### config.mk
export PLATFORM = sky130hd
export DESIGN_NAME = logic_accum_unit
export DESIGN_NICKNAME = d
export VERILOG_FILES = /design/src/rtl/logic_accum_pkg.sv /design/src/rtl/sync_fifo2.sv /design/src/rtl/logic_accum_unit.sv
export SDC_FILE = /design/constraint.sdc
export NUM_CORES = 1
export LEC_CHECK = 0
export BUFFER_PORTS_ARGS = -buffer_cell sky130_fd_sc_hd__buf_2
export CAP_MARGIN = 20
export CORE_MARGIN = 2
export CORE_UTILIZATION = 45
export DETAILED_ROUTE_END_ITERATION = 10
export SLEW_MARGIN = 30
export SYNTH_ARGS = -nofsm -noshare
export SYNTH_HDL_FRONTEND = slang
export SYNTH_HIERARCHICAL = 1
export SYNTH_SLANG_ARGS = --single-unit
### constraint.sdc
create_clock -name clk -period 4.5 [get_ports clk]
set_input_delay 1.125 -clock clk [delete_from_list [all_inputs] [get_ports clk]]
set_output_delay 1.125 -clock clk [all_outputs]
set_load 0.05 [all_outputs]
### src/rtl/logic_accum_pkg.sv
// Shared types for the logic accumulate unit: op encoding, FSM states and
// the beat-counter sizing helper.
package logic_accum_pkg;

  typedef enum logic [1:0] {
    OP_AND  = 2'b00,
    OP_OR   = 2'b01,
    OP_XOR  = 2'b10,
    OP_NAND = 2'b11
  } op_e;

  typedef enum logic {
    ST_IDLE = 1'b0,
    ST_ACC  = 1'b1
  } state_e;

  // Counter must hold values 0..max_beats.
  function automatic int cnt_w(input int max_beats);
    return $clog2(max_beats + 1);
  endfunction

endpackage

### src/rtl/sync_fifo2.sv
// Two-entry synchronous FIFO; head is registered so a push into an empty
// buffer is visible right after the pushing edge.
module sync_fifo2 #(
  parameter int DW = 5
) (
  input  logic          clk,
  input  logic          rst,
  input  logic          push,
  input  logic [DW-1:0] wdata,
  input  logic          pop,
  output logic [DW-1:0] rdata,
  output logic [1:0]    count
);

  logic [1:0][DW-1:0] mem;
  logic               wp, rp;
  logic               do_push, do_pop;

  assign do_push = push && (count != 2'd2);
  assign do_pop  = pop  && (count != 2'd0);
  assign rdata   = mem[rp];

  always_ff @(posedge clk or posedge rst) begin
    if (rst) begin
      mem   <= '0;
      wp    <= 1'b0;
      rp    <= 1'b0;
      count <= 2'd0;
    end else begin
      if (do_push) begin
        mem[wp] <= wdata;
        wp      <= ~wp;
      end
      if (do_pop) rp <= ~rp;
      case ({do_push, do_pop})
        2'b10:   count <= count + 2'd1;
        2'b01:   count <= count - 2'd1;
        default: count <= count;
      endcase
    end
  end

endmodule

### src/rtl/logic_accum_unit.sv
// Bitwise logic unit with optional multi-beat accumulate streams; results
// (with an overflow flag) are queued in a 2-entry output buffer.
module logic_accum_unit
  import logic_accum_pkg::*;
#(
  parameter int WIDTH     = 4,
  parameter int MAX_BEATS = 15
) (
  input  logic             clk,
  input  logic             rst,
  input  logic             in_valid,
  output logic             in_ready,
  input  logic [WIDTH-1:0] in_a,
  input  logic [WIDTH-1:0] in_b,
  input  logic [1:0]       in_op,
  input  logic             in_acc,
  input  logic             in_last,
  output logic             out_valid,
  input  logic             out_ready,
  output logic [WIDTH-1:0] out_data,
  output logic             out_zero,
  output logic             out_err
);

  localparam int CW = cnt_w(MAX_BEATS);

  function automatic logic [WIDTH-1:0] do_op(input op_e op,
                                             input logic [WIDTH-1:0] x,
                                             input logic [WIDTH-1:0] y);
    case (op)
      OP_AND:  return x & y;
      OP_OR:   return x | y;
      OP_XOR:  return x ^ y;
      default: return ~(x & y);
    endcase
  endfunction

  state_e           state, state_n;
  op_e              op_q, op_n;
  logic [WIDTH-1:0] acc, acc_n, idle_res, acc_res;
  logic [CW-1:0]    cnt, cnt_n, cnt_inc;
  logic             accept, push, push_err, pop;
  logic [WIDTH-1:0] push_data;
  logic [WIDTH:0]   head;
  logic [1:0]       fcnt;

  assign accept   = in_valid && in_ready;
  assign idle_res = do_op(op_e'(in_op), in_a, in_b);
  assign acc_res  = do_op(op_q, acc, in_a);
  assign cnt_inc  = cnt + CW'(1);

  always_ff @(posedge clk or posedge rst) begin
    if (rst) begin
      state <= ST_IDLE;
      op_q  <= OP_AND;
      acc   <= '0;
      cnt   <= '0;
    end else begin
      state <= state_n;
      op_q  <= op_n;
      acc   <= acc_n;
      cnt   <= cnt_n;
    end
  end

  always_comb begin
    state_n   = state;
    op_n      = op_q;
    acc_n     = acc;
    cnt_n     = cnt;
    push      = 1'b0;
    push_data = '0;
    push_err  = 1'b0;
    if (accept) begin
      case (state)
        ST_IDLE: begin
          if (!in_acc || in_last) begin
            push      = 1'b1;
            push_data = idle_res;
          end else begin
            acc_n   = idle_res;
            op_n    = op_e'(in_op);
            cnt_n   = CW'(1);
            state_n = ST_ACC;
          end
        end
        default: begin
          // Last beat closes normally; hitting MAX_BEATS forces the result out.
          if (in_last || cnt_inc == CW'(MAX_BEATS)) begin
            push      = 1'b1;
            push_data = acc_res;
            push_err  = !in_last;
            cnt_n     = '0;
            state_n   = ST_IDLE;
          end else begin
            acc_n = acc_res;
            cnt_n = cnt_inc;
          end
        end
      endcase
    end
  end

  sync_fifo2 #(.DW(WIDTH + 1)) u_obuf (
    .clk   (clk),
    .rst   (rst),
    .push  (push),
    .wdata ({push_err, push_data}),
    .pop   (pop),
    .rdata (head),
    .count (fcnt)
  );

  assign in_ready  = (fcnt != 2'd2);
  assign out_valid = (fcnt != 2'd0);
  assign pop       = out_valid && out_ready;
  assign out_data  = out_valid ? head[WIDTH-1:0] : '0;
  assign out_err   = out_valid && head[WIDTH];
  assign out_zero  = (out_data == '0);

endmodule

==> reports/summary.txt, run 1 <==
share of cell area taken by muxes after synthesis -> 25.0%
main combinational cell family by area after synthesis -> multiplexers
RePlAce Congestion -> 0.789
total number of clock tree sinks -> 25
Hold Crit Class -> reg -> reg
sequential standard cell area -> 626 sq um
power per standard cell area -> 567 nW/um^2
largest net degree at the start of global routing -> 15
number of synthesized flops with an enable pin -> 0
setup bufs post-CTS -> 0
worst rel slew slack -> 61.3%
net count after synthesis -> 220
GRT Overall Usage -> 16.2%
data arrival at the endpoint of the critical path -> 1.84 ns
clock tree from TritonCTS -> done
ANT nets after route -> 0
wire length of the first global-routing pass -> 6.56 mm
crit path capture type -> output port
outcome -> finished clean
commonest non-fill, non-tap cells in the layout -> 27 x sky130_fd_sc_hd__mux2_2, 25 x sky130_fd_sc_hd__dfrtp_1, 23 x sky130_fd_sc_hd__buf_2, 19 x sky130_fd_sc_hd__ha_1, 16 x sky130_fd_sc_hd__inv_1
Ant. Diodes -> 0
total vias in the final route -> 1338
clock-pin slew on the worst setup and hold paths -> 0.09 ns
Adder-Cell Fraction of Synth Area -> 12.0%
final core utilization -> 49.9%
Yosys reg bits -> 25
commonest non-fill, non-tap cell in the layout -> sky130_fd_sc_hd__mux2_2
number of hold buffers added after CTS -> 0
Final HPWL DP -> 2.82 mm
worst voltage drop across the vdd grid -> 0.393 mV
Fin Clk Skew -> 0.00645 ns
CTS root buf -> sky130_fd_sc_hd__clkbuf_8
post-synth cell types -> 39
iteration count of the initial detailed-routing pass -> 6
clock latency on the worst-skew pair -> 0.26 ns
setup repair after global routing missed its margin -> no
mean instance size in the synthesized netlist -> 10.7 sq um
hold violation count in the final report -> 0
antenna violations before repair -> 0
part of the cycle the worst path needs -> 65.8%
area of the die -> 4950 sq um
xor and xnor area share after synthesis -> 2.65%
simple-gate portion of the synthesized area -> 11.5%
number of nets in the finished design -> 239
vias in the first global route -> 1422
Critical Path RT -> 3.38 ns
Resized cells post-CTS -> 0
kind of start point of the critical path -> register
total standard cell area after synthesis -> 1980 sq um
number of CTS-inserted buffers -> 3
DRC viols -> 0
Min Clock Period, post-route -> 2.96 ns
path type of the worst setup path -> reg -> out
leakage power of the design -> 1.04 nW
PortBufs -> 23
share of cells above drive strength 1 -> 36.5%
Chip Height -> 70.3 microns
average vias per placed instance -> 5.25
top-level port count -> 24
Die Wd -> 70.3 microns
total congestion overflow after global routing -> 0
number of rows created at floorplan -> 24
Finish-stage setup viols -> 0
Syn. warnings -> 6
Clock Tree Buf Depth -> 2
sequential-to-total area share from yosys stat -> 31.6%
MaxCap Viol Count -> 0
total number of H-tree levels -> 1
Post-Route WL -> 3.62 mm
slew at the pin closest to its max-slew limit -> 0.580 ns
share of synthesized flip-flops with an asynchronous set or reset -> 100%
total core area -> 4290 sq um
multi-input gate area in the final layout -> 1230 sq um
synthesized-area fraction occupied by ao, oa, aoi and oai cells -> 11.0%
max-slew violations -> 0
Filler Cells Inserted -> 403
maximum fanout encountered on the critical timing path -> 7
wire length per cell -> 14.2 microns
initial core utilization -> 46.1%
cell count after synthesis -> 185
post-synthesis to final-layout area growth -> 8.09%
number of violations reported at the end of detailed-routing iteration 0 -> 50
total negative setup slack -> 0 ns
top_reg_cell synth -> sky130_fd_sc_hd__dfrtp_1
Max Freq -> 337 MHz
[cells by family after synthesis]
logic type | after synthesis
adders and majority gates | 19
AOI/OAI and AO/OA | 29
xor gates and xnor gates | 6
DFF | 25
and+or+nand+nor | 40
buffers and inverters | 25
muxes | 41
[cell type report]
cell class                      instances  share of cell area, %
Timing Repair Buffer                   23                   5.38
Inverter                               16                   2.81
Multi-Input combinational cell        135                   57.5
Tap cell                               52                   3.04
Clock buffer                            4                   2.10
Sequential cell                        25                   29.2
[cell usage after synthesis (all sizes together) (5+ instances only)]
master,instances,area (sq um)
and2,7,43.8
buf,5,50.0
ha,19,238
o21ai,11,55.1
mux2,37,454
nand2,12,47.6
dfrtp,25,626
inv,16,60.1
nor2,6,22.5
[per-stage QoR]
| stage | instances | setup slack, ns | power [W] | area, sq um | hold WS (ns) |
|---|---|---|---|---|---|
| after detailed placement | 251 | 1.81 | 0.00109 | 2100 | 0.482 |
| after CTS | 255 | 1.49 | 0.00123 | 2140 | 0.498 |
| after floorplan | 185 | 0.259 | 0.000976 | 1980 | 0.452 |
| after global placement | 251 | 1.89 | 0.00106 | 2100 | 0.475 |
| final | 255 | 1.54 | 0.00121 | 2140 | 0.497 |
| after global routing | 255 | 1.35 | 0.00131 | 2140 | 0.534 |
[per-layer routing]
metal / vias to the layer above / part of all wire (%) / track usage (%)
li1: 669 / - / -
met1: 644 / 47 / 21.5
met2: 23 / 50 / 27.9
met3: 2 / 3.1 / 2.02
met4: 0 / 0.36 / 3.85
met5: - / 0 / 0
[critical path, cell delays in order, from the launching register on]
cell and delay [ns]:
sky130_fd_sc_hd__dfrtp_1 0.47, sky130_fd_sc_hd__or2_2 0.35, sky130_fd_sc_hd__and2_1 0.18, sky130_fd_sc_hd__nor4_1 0.26
sky130_fd_sc_hd__buf_2 0.31
[path summary, 6_finish.rpt]
kind                                      start            end  slack, ns  cells after the start
worst max-delay path            u_obuf/count[1]       out_zero       1.54                      4
worst min-delay path                  u_obuf/wp      u_obuf/wp       0.50                      1
worst max register to register           cnt[1]  u_obuf/mem[8]       2.15                      8
worst min register to register        u_obuf/wp      u_obuf/wp       0.50                      1
max in group asynchronous                   rst  u_obuf/mem[7]       3.24                      2
min in group asynchronous                   rst         acc[2]       0.86                      2
[power breakdown]
part,switching [W],internal (W),total (W)
clock network,0.0000685,0.0000632,0.000132
logic,0.000340,0.000304,0.000645
registers,0.000126,0.000311,0.000437
[state kept, by name, indices dropped and copies added (netlist names)]
register      count
u_obuf/mem       10
acc               4
cnt               4
op_q              2
u_obuf/count      2
state             1
u_obuf/rp         1
u_obuf/wp         1
(Power assumes the default switching activity.)
==> inputs of run 2 (changes only) <==
- PLACE_DENSITY: not set -> 0.67
- clock period: 4.5 -> 2.65 ns (I/O delays scaled with it)
==> reports/summary.txt, run 2 (synthesized netlist as in run 1, its figures left out) <==
post-synthesis to final-layout area growth -> 9.54%
commonest non-fill, non-tap cells in the layout -> 27 x sky130_fd_sc_hd__mux2_2, 25 x sky130_fd_sc_hd__dfrtp_1, 23 x sky130_fd_sc_hd__buf_2, 19 x sky130_fd_sc_hd__ha_1, 16 x sky130_fd_sc_hd__inv_1
max-slew violations -> 0 (unchanged)
Final HPWL DP -> 2.74 mm (-2.8%)
vias in the first global route -> 1365 (-4.0%)
slew at the pin closest to its max-slew limit -> 0.556 ns (-0.0242 ns)
Ant. Diodes -> 0 (unchanged)
area of the die -> 4950 sq um (unchanged)
total core area -> 4290 sq um (unchanged)
top-level port count -> 24 (unchanged)
data arrival at the endpoint of the critical path -> 1.83 ns (about the same)
average vias per placed instance -> 5.25 (unchanged)
power per standard cell area -> 973 nW/um^2 (+72%)
Max Freq -> 402 MHz
Fin Clk Skew -> 0.00455 ns (-0.00190 ns)
number of nets in the finished design -> 239 (unchanged)
PortBufs -> 23 (unchanged)
clock tree from TritonCTS -> done
number of hold buffers added after CTS -> 0 (unchanged)
overall power of the completed layout -> 0.00211 W (+74%)
setup repair after global routing missed its margin -> no
MaxCap Viol Count -> 0 (unchanged)
Finish-stage setup viols -> 0 (unchanged)
leakage power of the design -> 1.05 nW (+1.4%)
total negative setup slack -> 0 ns (unchanged)
Clock Tree Buf Depth -> 2 (unchanged)
number of rows created at floorplan -> 24 (unchanged)
worst voltage drop across the vdd grid -> 0.436 mV (+11%)
antenna violations before repair -> 0 (unchanged)
iteration count of the initial detailed-routing pass -> 4 (-2)
number of violations reported at the end of detailed-routing iteration 0 -> 57 (+14%)
number of CTS-inserted buffers -> 3 (unchanged)
hold violation count in the final report -> 0 (unchanged)
total number of clock tree sinks -> 25 (unchanged)
number of flip-flops under the largest register name -> 10 (unchanged)
cell area after placement -> 2120 sq um (+1.1%)
clock latency on the worst-skew pair -> 0.27 ns (about the same)
clock-pin slew on the worst setup and hold paths -> 0.09 ns (about the same)
largest net degree at the start of global routing -> 17 (+2)
outcome -> finished clean
share of cells above drive strength 1 -> 39.4% (+3.0 points)
crit path capture type -> output port
worst rel slew slack -> 62.9% (+1.6 points)
total number of H-tree levels -> 1 (unchanged)
Final Instance Area -> 2170 sq um (+1.3%)
Min Clock Period, post-route -> 2.49 ns
setup bufs post-CTS -> 0 (unchanged)
initial core utilization -> 46.1% (unchanged)
total vias in the final route -> 1338 (unchanged)
part of the cycle the worst path needs -> 94.0%
wire length of the first global-routing pass -> 6.18 mm (-5.7%)
wire length per cell -> 13.5 microns (-4.5%)
Post-Route WL -> 3.45 mm (-4.5%)
kind of start point of the critical path -> register
ANT nets after route -> 0 (unchanged)
worst slack at placement -> 0.310 ns (-1.50 ns)
largest reg by FF count -> u_obuf/mem
Hold Crit Class -> in -> async
DRC viols -> 0 (unchanged)
Critical Path RT -> 1.99 ns (-1.39 ns)
total congestion overflow after global routing -> 0 (unchanged)
commonest non-fill, non-tap cell in the layout -> sky130_fd_sc_hd__mux2_2
RePlAce Congestion -> 0.807 (+2.2%)
Regs by FF count -> u_obuf/mem (10), acc (4), cnt (4)
CTS root buf -> sky130_fd_sc_hd__clkbuf_8
Chip Height -> 70.3 microns (unchanged)
Filler Cells Inserted -> 406 (+0.74%)
Resized cells post-CTS -> 0 (unchanged)
path type of the worst setup path -> reg -> out
GRT Overall Usage -> 15.1% (-1.0 points)
Die Wd -> 70.3 microns (unchanged)
setup ws final -> 0.160 ns (-1.38 ns)
maximum fanout encountered on the critical timing path -> 7 (unchanged)
-- run 2: cell type report --
class / count / area, sq um / share of cell area, %
clock buffers: 3 / 41.3 / 1.90
clock inverters: 1 / 8.76 / 0.404
inverters: 16 / 60.1 / 2.77
multi-input cells: 135 / 1250 / 57.8
flip-flops and latches: 25 / 626 / 28.8
well taps: 52 / 65.1 / 3.00
repair buffers: 23 / 115 / 5.31
-- run 2: worst max-delay path, cell delays in order (launching register included) --
cell and delay [ns]:
sky130_fd_sc_hd__dfrtp_1 0.46, sky130_fd_sc_hd__or2_2 0.37, sky130_fd_sc_hd__and2_4 0.19, sky130_fd_sc_hd__nor4_4 0.24, sky130_fd_sc_hd__buf_2 0.29
-- run 2: path summary, 6_finish.rpt --
kind / cells after the start / startpoint / to / slack [ns]
worst max register to register: 8 / cnt[0] / u_obuf/mem[9] / 0.30
min in group clk: 1 / u_obuf/wp / u_obuf/wp / 0.49
worst max-delay path: 4 / u_obuf/count[0] / out_zero / 0.16
worst min register to register: 1 / u_obuf/wp / u_obuf/wp / 0.49
worst min-delay path: 2 / rst / acc[1] / 0.38
max in group asynchronous: 2 / rst / u_obuf/mem[4] / 1.87
-- run 2: power breakdown --
group / switching, W / leakage (nW) / total, W / internal [W]
Clock: 0.000127 / 0.0261 / 0.000237 / 0.000110
Combinational: 0.000589 / 0.707 / 0.00114 / 0.000553
Sequential: 0.000204 / 0.317 / 0.000733 / 0.000529
-- run 2: metal layers --
layer / share of wire, % / vias up / GRT usage, %
met5: 0 / - / 0
met1: 48 / 647 / 21.5
met2: 49 / 17 / 24.6
met4: 0.61 / 0 / 2.56
li1: - / 672 / -
met3: 2.1 / 2 / 2.45
-- run 2: per-stage QoR --
stage	hold WS [ns]	instances	utilization (%)
floorplan	0.452	185	-
global route	0.419	255	50.5
global placement	0.471	251	49.4
CTS	0.389	255	50.5
finish	0.384	255	50.5
detailed placement	0.475	251	49.4
==> inputs of run 3 (changes only) <==
- SYNTH_HIERARCHICAL: 1 -> not set
==> reports/summary.txt, run 3 <==
RePlAce Congestion -> 0.776 (-3.8%)
number of cells in the finished layout apart from fillers -> 245 (-3.9%)
largest reg by FF count -> u_obuf.mem
outcome -> finished clean
clock latency on the worst-skew pair -> 0.27 ns (about the same)
worst rel slew slack -> 69.6% (+6.6 points)
post-synth cell types -> 37 (-5.1%)
PortBufs -> 23 (unchanged)
area of the die -> 4670 sq um (-5.6%)
library cell with the largest summed area after synthesis -> sky130_fd_sc_hd__dfrtp_1
leakage power of the design -> 1.05 nW (+0.27%)
Post-Route WL -> 3.51 mm (+1.7%)
Chip Height -> 68.4 microns (-2.8%)
wire length per cell -> 14.3 microns (+5.8%)
clock-pin slew on the worst setup and hold paths -> 0.09 ns (about the same)
iteration count of the initial detailed-routing pass -> 4 (unchanged)
hold violation count in the final report -> 0 (unchanged)
part of the cycle the worst path needs -> 92.9% (-1.1 points)
Final HPWL DP -> 2.85 mm (+3.7%)
CTS root buf -> sky130_fd_sc_hd__clkbuf_8
ANT nets after route -> 0 (unchanged)
Die Wd -> 68.4 microns (-2.8%)
Resized cells post-CTS -> 0 (unchanged)
Fin Clk Skew -> 0.0116 ns (+0.00702 ns)
top post-synthesis cells by area -> sky130_fd_sc_hd__dfrtp_1 34%, sky130_fd_sc_hd__ha_1 13%, sky130_fd_sc_hd__mux2_4 8.9%, sky130_fd_sc_hd__mux2i_1 7.5%, sky130_fd_sc_hd__mux2_2 7.2%
clock tree from TritonCTS -> done
setup bufs post-CTS -> 0 (unchanged)
Cell Count Post-Placement -> 241 (-4.0%)
power per standard cell area -> 1080 nW/um^2 (+11%)
largest net degree at the start of global routing -> 26 (+9)
Hold Crit Class -> in -> async
mean instance size in the synthesized netlist -> 10.8 sq um (+0.65%)
maximum fanout encountered on the critical timing path -> 7 (unchanged)
post-synthesis to final-layout area growth -> 10.7%
share of cells above drive strength 1 -> 29.7% (-9.7 points)
worst voltage drop across the vdd grid -> 0.551 mV (+26%)
total core area -> 4000 sq um (-6.8%)
commonest non-fill, non-tap cells in the layout -> 25 x sky130_fd_sc_hd__dfrtp_1, 23 x sky130_fd_sc_hd__buf_2, 19 x sky130_fd_sc_hd__inv_1, 19 x sky130_fd_sc_hd__ha_1
fraction of post-synthesis cell area in the top cell type by area -> 33.6% (+2.0 points)
number of synthesized flops with an enable pin -> 0 (unchanged)
number of nets in the finished design -> 231 (-3.3%)
MaxCap Viol Count -> 0 (unchanged)
kind of start point of the critical path -> register
Finish-stage setup viols -> 0 (unchanged)
total standard cell area after synthesis -> 1860 sq um (-5.9%)
total congestion overflow after global routing -> 0 (unchanged)
Critical Path RT -> 1.99 ns (about the same)
total number of H-tree levels -> 1 (unchanged)
path type of the worst setup path -> reg -> out
commonest non-fill, non-tap cell in the layout -> sky130_fd_sc_hd__dfrtp_1
count leader, synth -> sky130_fd_sc_hd__dfrtp_1
data arrival at the endpoint of the critical path -> 1.80 ns (-0.03 ns)
wire length of the first global-routing pass -> 6.13 mm (-0.78%)
leading post-synthesis cells by instance count -> 25 x sky130_fd_sc_hd__dfrtp_1, 19 x sky130_fd_sc_hd__ha_1, 19 x sky130_fd_sc_hd__inv_1
number of hold buffers added after CTS -> 0 (unchanged)
DRC viols -> 0 (unchanged)
total vias in the final route -> 1310 (-2.1%)
number of CTS-inserted buffers -> 3 (unchanged)
share of synthesized flip-flops with an asynchronous set or reset -> 100% (unchanged)
number of flip-flops under the largest register name -> 10 (unchanged)
top_reg_cell synth -> sky130_fd_sc_hd__dfrtp_1
cell count after synthesis -> 173 (-6.5%)
Ant. Diodes -> 0 (unchanged)
total number of clock tree sinks -> 25 (unchanged)
average vias per placed instance -> 5.35 (+1.9%)
Regs by FF count -> u_obuf.mem (10), acc (4), cnt (4)
Max Freq -> 406 MHz (+1.1%)
sequential-to-total area share from yosys stat -> 33.6% (+2.0 points)
vias in the first global route -> 1349 (-1.2%)
initial core utilization -> 46.6% (+0.48 points)
max-slew violations -> 0 (unchanged)
antenna violations before repair -> 0 (unchanged)
Clock Tree Buf Depth -> 2 (unchanged)
crit path capture type -> output port
number of violations reported at the end of detailed-routing iteration 0 -> 52 (-8.8%)
top-level port count -> 24 (unchanged)
number of rows created at floorplan -> 23 (-4.2%)
Min Clock Period, post-route -> 2.46 ns (-0.0282 ns)
net count after synthesis -> 208 (-5.5%)
setup repair after global routing missed its margin -> no
GRT Overall Usage -> 17.6% (+2.4 points)
Syn. warnings -> 0 (-6)
total negative setup slack -> 0 ns (unchanged)
Yosys reg bits -> 25 (unchanged)
slew at the pin closest to its max-slew limit -> 0.455 ns (-0.101 ns)
## run 3: changes by cell type after synthesis, sizes merged, moves of 4 or more
cell	previous run	this run
nor2	6	14
and2	7	1
o21ai	11	2
mux2	37	23
mux2i	4	14
a221o	0	4
## run 3: kinds of logic (layout without fill, tap and decap cells)
kind of cell	after synthesis	after routing	synth area share [%]
simple gates	41	41	11.3
mux	37	37	23.6
flops	25	25	33.6
buf+inv	25	47	6.51
compound gates	21	21	9.93
fa+ha+maj	19	19	12.8
xor+xnor	5	5	2.35
## run 3: metrics by stage
step | area [sq um] | hold slack (ns) | setup WS (ns) | power [W] | util [%]
finish | 2060 | 0.415 | 0.188 | 0.00223 | 51.6
global route | 2060 | 0.450 | 0.0151 | 0.00241 | 51.6
CTS | 2060 | 0.423 | 0.148 | 0.00226 | 51.6
detailed placement | 2010 | 0.499 | 0.461 | 0.00203 | 50.4
global placement | 2010 | 0.492 | 0.480 | 0.00197 | 50.4
floorplan | 1880 | 0.459 | 0.208 | 0.00179 | -
## run 3: worst max-delay path: stages (launching register included)
cell and delay (ns):
sky130_fd_sc_hd__dfrtp_1 0.44, sky130_fd_sc_hd__nor2_1 0.37, sky130_fd_sc_hd__nor2_1 0.16, sky130_fd_sc_hd__nor4_4 0.27, sky130_fd_sc_hd__buf_2 0.29
## run 3: area by class of cell
class                           count  area, sq um
Timing Repair Buffer               24          123
Clock inverter                      1         7.51
Fill cell                         353         1940
Multi-Input combinational cell    123         1130
Tap cell                           50         62.6
Sequential cell                    25          626
Clock buffer                        3         41.3
Inverter                           19         71.3
## run 3: power by group
group / internal (W) / total, W / switching [W]
sequential: 0.000548 / 0.000746 / 0.000198
combinational: 0.000552 / 0.00126 / 0.000707
clock: 0.000107 / 0.000230 / 0.000123
total: 0.00121 / 0.00223 / 0.00103
## run 3: routing by layer
metal  GRT usage [%]  wire length, microns  vias up
li1                -                     -      642
met1            22.0                  1580      644
met2            30.8                  1790       20
met3            1.97                   100        4
met4            6.75                    40        0
met5               0                     0        -
## run 3: worst paths after layout
check                                      from       endpoint  slack (ns)  cells after the start
max in group asynchronous                   rst         cnt[1]        1.99                      3
worst min register to register    u_obuf.mem[2]  u_obuf.mem[2]        0.52                      1
worst min-delay path                        rst  u_obuf.mem[9]        0.41                      3
worst max register to register           cnt[0]  u_obuf.mem[2]        0.64                      6
worst max-delay path            u_obuf.count[1]       out_zero        0.19                      4
min in group clk                  u_obuf.mem[2]  u_obuf.mem[2]        0.52                      1
